### src/rtl/dc303_svc.sv
// Service status word collector for the DC303 control chip.
// Synchronizes async requests, latches error pulses, stretches DCLO, publishes pin_svc on mce_n.
module dc303_svc #(
  parameter int SYNC_LEN = 2,
  parameter int DCLO_DLY = 8
) (
  input  logic        pin_clk,
  input  logic        pin_rst,
  input  logic        pin_mce_p,
  input  logic        pin_mce_n,
  input  logic        pin_evnt,
  input  logic [3:0]  pin_irq,
  input  logic        pin_aclo,
  input  logic        pin_dclo,
  input  logic        pin_halt,
  input  logic        pin_cerr,
  input  logic        pin_mmu,
  input  logic        pin_par,
  input  logic        pin_bto,
  input  logic        pin_sclr,
  input  logic [3:0]  pin_smsk,
  output logic [12:0] pin_svc
);

  localparam logic [7:0]  DCNT_INIT = 8'(DCLO_DLY);
  localparam logic [12:0] SVC_INIT  = 13'o00201;

  // Async bundle layout: [0] evnt, [4:1] irq7..4, [5] aclo, [6] dclo, [7] halt
  logic [7:0]  async_s;
  logic [7:0]  sync_r [SYNC_LEN];
  logic [7:0]  synced_s;
  logic        evnt_prev_r;
  logic        evnt_f_s;
  logic        mce_n_s;
  logic [3:0]  sticky_r;
  logic [3:0]  sticky_set_s;
  logic [3:0]  sticky_clr_s;
  logic [3:0]  sticky_nxt_s;
  logic [7:0]  dcnt_r;
  logic [7:0]  dcnt_nxt_s;
  logic        dclo_o_s;
  logic [12:0] svc_r;
  logic [12:0] svc_nxt_s;

  assign async_s  = {pin_halt, pin_dclo, pin_aclo, pin_irq, pin_evnt};
  assign synced_s = sync_r[SYNC_LEN-1];

  // An overlapping mce_p turns the falling-edge enable off; that combination is illegal anyway.
  assign mce_n_s  = pin_mce_n & ~pin_mce_p;
  assign evnt_f_s = synced_s[0] & ~evnt_prev_r;

  // Sticky bits: [0] event, [1] timeout, [2] parity, [3] MMU, matching pin_smsk.
  assign sticky_set_s = {pin_mmu, pin_par, pin_bto, evnt_f_s};
  assign sticky_clr_s = {4{mce_n_s & pin_sclr}} & pin_smsk;
  assign sticky_nxt_s = (sticky_r & ~sticky_clr_s) | sticky_set_s;

  assign dclo_o_s = synced_s[6] | (dcnt_r != 8'd0);

  // Synchronizer chain for all asynchronous inputs
  always_ff @(posedge pin_clk) begin
    if (pin_rst) begin
      for (int i = 0; i < SYNC_LEN; i++) sync_r[i] <= 8'h00;
    end else begin
      sync_r[0] <= async_s;
      for (int i = 1; i < SYNC_LEN; i++) sync_r[i] <= sync_r[i-1];
    end
  end

  // DCLO stretch counter next value; saturates at zero
  always_comb begin
    dcnt_nxt_s = dcnt_r;
    if (synced_s[6]) begin
      dcnt_nxt_s = DCNT_INIT;
    end else if (mce_n_s && (dcnt_r != 8'd0)) begin
      dcnt_nxt_s = dcnt_r - 8'd1;
    end else begin
      dcnt_nxt_s = dcnt_r;
    end
  end

  // Status word as presented to the control chip; several bits are active-low
  always_comb begin
    svc_nxt_s = {sticky_r[0], synced_s[4:1], ~synced_s[5], 1'b0, synced_s[7],
                 ~pin_cerr, ~sticky_r[3], ~sticky_r[2], sticky_r[1], dclo_o_s};
  end

  // State registers and output word
  always_ff @(posedge pin_clk) begin
    if (pin_rst) begin
      evnt_prev_r <= 1'b0;
      sticky_r    <= 4'h0;
      dcnt_r      <= DCNT_INIT;
      svc_r       <= SVC_INIT;
    end else begin
      evnt_prev_r <= synced_s[0];
      sticky_r    <= sticky_nxt_s;
      dcnt_r      <= dcnt_nxt_s;
      if (mce_n_s) begin
        svc_r <= svc_nxt_s;
      end else begin
        svc_r <= svc_r;
      end
    end
  end

  assign pin_svc = svc_r;

endmodule

### config.mk
export PLATFORM = sky130hd
export DESIGN_NAME = dc303_svc
export DESIGN_NICKNAME = d
export VERILOG_FILES = /design/src/rtl/dc303_svc.sv
export SDC_FILE = /design/constraint.sdc
export NUM_CORES = 1
export LEC_CHECK = 0
export ABC_CLOCK_PERIOD_IN_PS = 1600
export CORE_ASPECT_RATIO = 0.5
export CORE_MARGIN = 2
export CORE_UTILIZATION = 44
export DETAILED_ROUTE_END_ITERATION = 7
export PLACE_DENSITY = 0.74
export SETUP_SLACK_MARGIN = 0.1
export SLEW_MARGIN = 20
export SYNTH_ARGS = -nofsm -noshare
export SYNTH_HDL_FRONTEND = slang
export SYNTH_SLANG_ARGS = --single-unit
### constraint.sdc
create_clock -name pin_clk -period 1.6 [get_ports pin_clk]
set_input_delay 0.16 -clock pin_clk [delete_from_list [all_inputs] [get_ports pin_clk]]
set_output_delay 0.16 -clock pin_clk [all_outputs]
set_load 0.005 [all_outputs]
After elaboration in Yosys (flattened, before gate mapping)
Memories as Yosys holds them, arrays and structs flattened. Cells that the tools add are included.

Add/sub/neg operators: 1. Muxes and demuxes: 5. Bitwise gates (word level): 16. Reduce and logical (&&, ||, !) cells: 3.

Operator list (number): $mux 8 (2); $and 4x4->4 (2); $reduce_bool 8->1 (1); $sub 8x1->8 const B (1); $not 1->1 (6); $not 4->4 (1); $or 4x4->4 (1); $and 1x1->1 (3); $mux 1 (3); $or 1x1->1 (3); $reduce_or 2->1 (1); $logic_and 1x1->1 (1).

Bits in registers: 25. RAM bits: 16. Output and inout bits: 13. Word-level logic and storage cells: 30. Memories: 1.

Memory list: sync_r (depth 2, bits a word 8, rd ports 2, clocked after Yosys merged registers in 0, wr ports 2, RTL line 30) `logic [7:0] sync_r [SYNC_LEN];`.

Longest topological paths before layout
Gate-level depths: netlist of run 1.

Word-level depth: 7. Gate-level depth with buffers: 6. Gate-level depth less buffers: 5.

Worst setup path before layout of run 1
No wires, ideal clock.

Kind: register to register. Start: register dcnt_r[1]. End: register dcnt_r[1]. Setup time: 0.103 ns. Data arrival time: 1.527 ns. Required time: 1.497 ns. Slack: -0.030 ns. Cell stages (with the launch flop): 7. Buffers on the path: 1. Clock period less this slack: 1.630 ns. Cells stage by stage: dfxtp_1 > inv_1 > ha_1 > or3b_1 > clkbuf_1 > o211a_1 > a2111oi_2.

Word-level cells in the longest chain between the ends: 2.

RTL lines: start: declaration (RTL line 39) `logic [7:0] dcnt_r;`; start signal: assignment (RTL line 97) `dcnt_r <= dcnt_nxt_s;`; parallel branches: the longest is 2 deep, another holds $sub 8x1->8.

Parallel ways; which one is timed is not known. A chain may end at the register's enable or synchronous reset.

Final worst setup path of run 1
Start: register dcnt_r[1]. End: register dcnt_r[0].

Word-level cells in the longest chain between the ends: 2.

RTL lines: $reduce_bool 8->1 (RTL line 74) `end else if (mce_n_s && (dcnt_r != 8'd0)) begin`; $logic_and 1x1->1 (RTL line 74).

Every way passes these cells.

==> results of run 1 <==
-- cell families after synthesis --
kind of cell	count (synthesis)	share of synthesized area (%)
adder cells (fa/ha/maj)	1	0.828
buffers and inverters	13	3.56
AO/OA/AOI/OAI	30	13.8
AND/OR/NAND/NOR	70	25.8
multiplexers	2	1.33
other	1	0.248
flip-flops	41	54.3
-- registers in the layout (all words and copies together) (netlist names) --
register	cells
dcnt_r	8
evnt_prev_r	1
sticky_r	4
sync_r	16
pin_svc	12
-- per-layer routing --
metal | part of all wire (%) | wire length (um)
met1 | 44 | 1360
met2 | 51 | 1580
met3 | 3.5 | 109
met4 | 1.5 | 45
met5 | 0 | 0
-- repair_timing --
action,4_1_cts,5_1_grt
pin swaps,1,0
endpoints found under the setup margin,4,7
resized for setup,3,5
buffers inserted,1,3
-- worst paths after layout --
check	startpoint	to	slack [ns]	cells after the start
setup / recovery	dcnt_r[1]	dcnt_r[0]	0.13	6
hold / removal	pin_irq[2]	sync_r[0][3]	0.41	2
hold reg to reg	sync_r[0][10]	pin_svc[9]	0.44	2
setup reg to reg	dcnt_r[1]	dcnt_r[0]	0.13	6
-- area by class of cell --
cell class	count	share of cell area (%)
repair buffers	49	21.9
multi-input cells	104	31.3
well taps	40	2.39
inverters	3	0.656
flip-flops and latches	41	39.4
clock inverters	3	1.01
clock buffers	5	3.28
-- Yosys cell counts, types with 2 or more instances --
master	number
or3_1	2
o311ai_0	2
dfxtp_1	41
nand2_1	19
a211oi_1	3
o41ai_1	2
nand4b_1	5
o21ai_0	2
mux2i_1	2
clkbuf_1	7
nor2_1	12
a21oi_1	11
nor2b_1	19
inv_1	3
a21boi_0	2
o211ai_1	3
-- worst max-delay path, stage by stage (launching register included) --
cell and delay (ns):
dfxtp_2 0.34, inv_2 0.08, ha_4 0.13, or3b_4 0.41, o21ai_2 0.16, buf_4 0.13
mux2i_1 0.15
-- per-stage QoR --
stage	utilization, %	cell area, um^2	power, mW	setup slack (ns)	setup TNS (ns)
2_1_floorplan	-	1530	1.23	0.131	0
3_3_place_gp	62.6	1960	1.34	-0.0571	-0.113
3_5_place_dp	62.6	1960	1.35	-0.0828	-0.161
4_1_cts	65.9	2070	2.03	0.111	0
5_1_grt	66.9	2100	2.12	0.0479	0
6_report	66.9	2100	2.02	0.128	0
-- power by group --
part / internal, mW / switching (mW) / total (mW)
registers: 1.07 / 0.0251 / 1.09
clock network: 0.309 / 0.364 / 0.673
logic: 0.152 / 0.103 / 0.254
==> results.md, run 1 <==
* Final layout net count at 226
* Gate Count Post-Synth at 158
* Leading area contributor after synthesis: dfxtp_1
* Pwr per Cell Area at 962 nW/um^2
* Crit path launch type: flop
* Hold violation count in the final report at 0
* Final GP Congestion at 0.873
* Required time of the critical path at 1.82 ns
* Commonest non-fill, non-tap cell in the layout: dfxtp_1
* Routed len/inst at 12.6 um
* Clk_lat worst skew at 0.29 ns
* Share of cells above drive strength 1 at 18.5%
* TritonCTS buffer count at 5
* Non-filler cells, final at 245
* Mean Syn Cell Area at 9.56 um^2
* GR peak layer: met2
* DR DRC count at 0
* Final setup violation count at 0
* CTS max path bufs at 2
* Period utilisation layout at 92.0%
* H-tree depth at 2
* Syn Nets at 180
* Synthesis-to-finish area growth at 38.9%
* #FFs+latches synth at 41
* Final WL at 3.09 mm
* Die area at 3950 um^2
* Initial Util at 48.2%
* Chip height at 45.4 um
* LEAKAGE at 0.807 nW
* Die W at 86.9 um
* Synth Cell Area at 1510 um^2
* Achievable Freq at 679 MHz
* Yosys cell types at 39
* Dpl cells at 233
* Synth area leaders: dfxtp_1, nor2b_1, nand2_1, a21oi_1, nor2_1
* Status: finished, final reports clean
* First-pass GRT wire length at 4.95 mm
* WS Path Type: reg -> reg
* Post-synth top flop: dfxtp_1
* Clock Skew at 0.00647 ns
* Sequential area share after synthesis at 54.3%
* Vias at 1262
* HPWL Detailed at 2.10 mm
* Hold Worst Slack at 0.415 ns
* Largest net degree at the start of global routing at 34
* Yosys top cell area share at 54.3%
* Crit end category: flop
* Ys async rst share at 0%
* RSZ-0062 raised after global routing: yes
* Number of filler cells placed in the layout at 249
* Type of the most critical hold path: in -> reg
* Post-CTS Hold Buffers at 0
* Area taken by flip-flops and latches at 827 um^2
* Worst VDD drop at 651 uV
* Max cap viols at 0
* TritonCTS clock tree: done
* Max Slew Vio Count at 0
* GRT overflow at 0
* Commonest cells after routing, fill and taps aside: dfxtp_1, clkdlybuf4s50_1, nand2_1, nor2b_1, buf_4
* Vias in the first global route at 1121
* CTS clk-pin slew, worst paths at 0.08 ns
* IO Pins at 34
* GRT met1 Usage at 20.0%
* All-Layer GR Usage at 16.8%
* Via-to-Cell Ratio at 5.15
* Met2 Track Usage GR at 29.2%
* Root Driver: clkbuf_8
* Yosys warns at 0
* Core Region at 3140 um^2
* Critical path arrival at 1.69 ns
* Initial antenna violation count at 0
* Number of clock sinks at 41
* N_diodes at 0
* DRT iter0 DRCs at 21
* Met3 usage at 5.43%
* Drt first pass iters at 4
* CP max FO at 6
* Post-synth EDFFs at 0
* ANT nets after route at 0
* PortBufs at 32
* Rows at 14
* Multi-input logic area at 657 um^2
* Min Tclk post-route at 1.47 ns
Power figures use the tool's default switching activity.
==> run 2, diff against run 1 <==
- SKIP_CTS_REPAIR_TIMING: unset -> 1
- SLEW_MARGIN: 20 -> 15
==> run 2 against run 1 <==
Sequential power about the same. Flip-flop and latch count unchanged. Critical path depth decreased by 1. Highest routed layer unchanged.
==> results.md, run 2 (same netlist as run 1, synthesis figures left out) <==
* Root Driver: clkbuf_8
* Hold Worst Slack at 0.412 ns
* Clock power share at 33.3%
* Routed len/inst at 12.8 um
* IO Pins at 34
* Achievable Freq at 666 MHz
* Vias at 1253
* Clk_lat worst skew at 0.29 ns
* HPWL Detailed at 2.10 mm
* CTS max path bufs at 2
* DR DRC count at 0
* Flop pwr share at 53.9%
* Switch Pwr at 496 uW
* Critical path arrival at 1.70 ns
* Clock Skew at 0.00599 ns
* Worst hold start: pin_irq[2]
* Crit end category: flop
* Number of filler cells placed in the layout at 249
* Period utilisation layout at 93.9%
* ANT nets after route at 0
* First-pass GRT wire length at 4.91 mm
* Final layout net count at 225
* Type of the most critical hold path: in -> reg
* Crit path launch type: flop
* DRT iter0 DRCs at 26
* Chip height at 45.4 um
* Required time of the critical path at 1.79 ns
* Min Tclk post-route at 1.50 ns
* TritonCTS buffer count at 5
* Status: finished, final reports clean
* LEAKAGE at 0.806 nW
* Synthesis-to-finish area growth at 39.2%
* Sw frac at 24.5%
* Hold violation count in the final report at 0
* Max cap viols at 0
* Worst VDD drop at 660 uV
* CP max FO at 6
* Max reg flops at 16
* Initial antenna violation count at 0
* Commonest cells after routing, fill and taps aside: dfxtp_1, clkdlybuf4s50_1, nand2_1, nor2b_1, buf_4
* Final WL at 3.12 mm
* Share of cells above drive strength 1 at 18.1%
* H-tree depth at 2
* PortBufs at 32
* Core Region at 3140 um^2
* Non-filler cells, final at 244
* Pwr per Cell Area at 963 nW/um^2
* All-Layer GR Usage at 16.7%
* Initial Util at 48.2%
* N_diodes at 0
* Via-to-Cell Ratio at 5.14
* Number of clock sinks at 41
* TritonCTS clock tree: done
* Largest net degree at the start of global routing at 34
* WS Path Type: reg -> reg
* Origin of the worst setup path: dcnt_r[0]
* R2r startpoint: dcnt_r[0]
* Int Pwr at 1.53 mW
* Max Slew Vio Count at 0
* Commonest non-fill, non-tap cell in the layout: dfxtp_1
* Vias in the first global route at 1114
* Drt first pass iters at 4
* Gate power share at 12.8%
* Final setup violation count at 0
* Dpl cells at 233
* Final GP Congestion at 0.873
* Rows at 14
* Die area at 3950 um^2
* CTS clk-pin slew, worst paths at 0.08 ns
* Most flops, register: sync_r
* RSZ-0062 raised after global routing: yes
* Die W at 86.9 um
* GRT overflow at 0
==> run 2: cell types whose count changed in the layout (fill, tap and decap cells not counted) <==
| cell | change |
|---|---|
| o21ai_2 | -1 |
| buf_4 | -2 |
| buf_6 | +1 |
| o21ai_4 | +1 |
==> run 2: layer usage <==
metal	share of wire, %	up-vias	global-route usage (%)	routed length [um]
li1	-	636	-	-
met5	0	-	0	0
met1	42	580	20.0	1320
met3	4.6	8	5.43	142
met2	51	29	28.7	1600
met4	1.9	0	6.56	58
==> run 2: power by group through the flow <==
stage	registers, mW	logic [mW]	clock network (mW)
after global placement	1.11	0.231	0
after CTS	1.09	0.237	0.693
after detailed placement	1.11	0.234	0
after floorplan	1.11	0.117	0
after global routing	1.10	0.282	0.742
final	1.09	0.259	0.674
==> run 2: final timing paths <==
path                                       to  cells past startpoint  slack, ns
worst max-delay path                dcnt_r[1]                      5        0.1
worst min-delay path             sync_r[0][3]                      2       0.41
worst max register to register      dcnt_r[1]                      5        0.1
worst min register to register  sync_r[0][12]                      1       0.44
==> run 2: per-stage QoR <==
stage | setup TNS (ns) | worst slack (ns) | total power [mW] | area, um^2 | util [%]
floorplan | 0 | 0.131 | 1.23 | 1530 | -
global placement | -0.113 | -0.0571 | 1.34 | 1960 | 62.6
detailed placement | -0.161 | -0.0828 | 1.35 | 1960 | 62.6
CTS | -0.0247 | -0.0247 | 2.02 | 2050 | 65.5
global route | 0 | 0.0147 | 2.12 | 2100 | 67.0
finish | 0 | 0.0981 | 2.02 | 2100 | 67.0
==> run 2: area by class of cell <==
| type | instances | area (um^2) | area share [%] |
|---|---|---|---|
| clock buffers | 5 | 68.8 | 3.27 |
| clock inverters | 3 | 21.3 | 1.01 |
| inverters | 3 | 13.8 | 0.655 |
| multi-input cells | 104 | 664 | 31.6 |
| flip-flops and latches | 41 | 827 | 39.3 |
| well taps | 40 | 50.0 | 2.38 |
| repair buffers | 48 | 457 | 21.7 |
==> run 2: worst max-delay path, cell delays in order (launching register included) <==
cell	delay, ns
dfxtp_4	0.37
inv_4	0.06
ha_4	0.12
or3b_4	0.42
o211a_1	0.25
a2111oi_2	0.18
==> run 3, diff against run 2 <==
- ABC_CLOCK_PERIOD_IN_PS: 1600 -> 1800
- CAP_MARGIN: unset -> 20
- CORE_UTILIZATION: 44 -> 52
- PLACE_DENSITY: 0.74 -> 0.82
- clock period: 1.6 -> 1.8 ns (I/O delays scaled with it)
==> run 3 against run 2 <==
Utilization rose by 8.3 points. Setup slack improved by 0.038 ns. Cell area fell by 3.9%. First-iteration DRC count rose by 92%. Combinational power fell by 24%. Critical path type unchanged. Critical endpoint unchanged.
==> results.md, run 3 (same netlist as run 1, synthesis figures left out) <==
* Initial antenna violation count at 0
* Flop pwr share at 50.4%
* Commonest cells after routing, fill and taps aside: dfxtp_1, clkdlybuf4s50_1, nand2_1, nor2b_1, nor2_1
* N_diodes at 0
* TritonCTS buffer count at 5
* PortBufs at 32
* First-pass GRT wire length at 5.01 mm
* Core Region at 2680 um^2
* Number of clock sinks at 41
* Max cap viols at 0
* Clock power share at 39.4%
* Setup TNS at 0 ns
* ANT nets after route at 0
* Crit path cell chain: inv_2, ha_2, or3b_4, o211a_1, a2111oi_2
* Pwr per Cell Area at 954 nW/um^2
* Routed len/inst at 13.2 um
* HPWL Detailed at 2.16 mm
* Switch Pwr at 415 uW
* GRT overflow at 0
* Worst VDD drop at 681 uV
* DR DRC count at 0
* GR peak layer: met2
* H-tree depth at 2
* Via-to-Cell Ratio at 5.24
* TritonCTS clock tree: done
* Met2 Track Usage GR at 33.0%
* Crit end category: flop
* CTS clk-pin slew, worst paths at 0.08 ns
* Post-detailed-placement cell area at 1890 um^2
* Int Pwr at 1.51 mW
* Hold violation count in the final report at 0
* Chip height at 42.1 um
* Drt first pass iters at 4
* Most flops, register: sync_r
* Delay-heaviest family, CP: compound AO/OA/AOI/OAI gates
* Sw frac at 21.5%
* GRT met1 Usage at 23.8%
* Clock Skew at 0.00688 ns
* RSZ-0062 raised after global routing: no
* Worst Path Buf+Inv at 1
* Achievable Freq at 601 MHz
* Final layout net count at 217
* Rows at 13
* Final WL at 3.08 mm
* Die W at 80.2 um
* Final GP Congestion at 0.812
* Share of cells above drive strength 1 at 12.8%
* Final Cell Area at 2020 um^2
* CTS max path bufs at 2
* Met3 usage at 5.82%
* LEAKAGE at 0.765 nW
* Die area at 3380 um^2
* DRT iter0 DRCs at 50
* Initial Util at 56.3%
* Root Driver: clkbuf_8
* Type of the most critical hold path: in -> reg
* All-Layer GR Usage at 19.7%
* Critical Path Max Stage Delay at 0.42 ns
* Synthesis-to-finish area growth at 33.8%
* Status: finished, final reports clean
* Commonest non-fill, non-tap cell in the layout: dfxtp_1
* Crit path max-delay cell type: or3b_4
* Required time of the critical path at 1.99 ns
* Min Tclk post-route at 1.66 ns
* Final setup violation count at 0
* Largest net degree at the start of global routing at 35
* IO Pins at 34
* Max Slew Vio Count at 0
* Crit path launch type: flop
* Period utilisation layout at 92.4%
* Vias in the first global route at 1117
* Gate power share at 10.3%
* Clk_lat worst skew at 0.29 ns
* Max reg flops at 16
* Critical path arrival at 1.86 ns
* CP max FO at 6
* WS Path Type: reg -> reg
* Vias at 1220
==> run 3: power groups by stage <==
| stage | logic (mW) | registers [mW] | clock network [mW] |
|---|---|---|---|
| final | 0.198 | 0.971 | 0.759 |
| after global routing | 0.217 | 0.975 | 0.818 |
| after CTS | 0.193 | 0.969 | 0.770 |
| after detailed placement | 0.192 | 0.990 | 0 |
| after global placement | 0.187 | 0.988 | 0 |
| after floorplan | 0.0991 | 0.986 | 0 |
==> run 3: metal layers <==
layer / wire length (um) / vias to the layer above
met5: 0 / -
met4: 44 / 0
met3: 90 / 4
met2: 1570 / 18
met1: 1370 / 576
li1: - / 622
==> run 3: layout make-up <==
class / instances / area [um^2]
clock inverter: 2 / 37.5
fill: 194 / 663
sequential: 41 / 822
multi-input combinational: 104 / 641
clock buffer: 6 / 82.6
tap: 37 / 46.3
timing repair buffer: 40 / 380
inverter: 3 / 11.3
==> run 3: worst paths after layout <==
kind,from,to,slack [ns],cells after the start
worst max-delay path,dcnt_r[1],dcnt_r[1],0.14,5
worst min-delay path,pin_evnt,sync_r[0][0],0.43,2
worst max register to register,dcnt_r[1],dcnt_r[1],0.14,5
worst min register to register,sync_r[0][6],sync_r[0][14],0.44,1
==> run 3: through the flow <==
step | setup WS (ns) | instances | hold WS, ns | utilization, % | total power [mW]
floorplan | 0.170 | 158 | 0.276 | - | 1.08
global placement | 0.0919 | 225 | 0.417 | 70.6 | 1.18
detailed placement | 0.0639 | 225 | 0.427 | 70.6 | 1.18
CTS | 0.0985 | 233 | 0.432 | 75.1 | 1.93
global route | 0.0813 | 233 | 0.446 | 75.3 | 2.01
finish | 0.136 | 233 | 0.435 | 75.3 | 1.93
==> run 3: worst reg2reg max path, cell delays in order (launching register included) <==
cell and delay, ns:
dfxtp_1 0.33, inv_2 0.07, ha_2 0.19, or3b_4 0.42, o211a_1 0.25, a2111oi_2 0.31
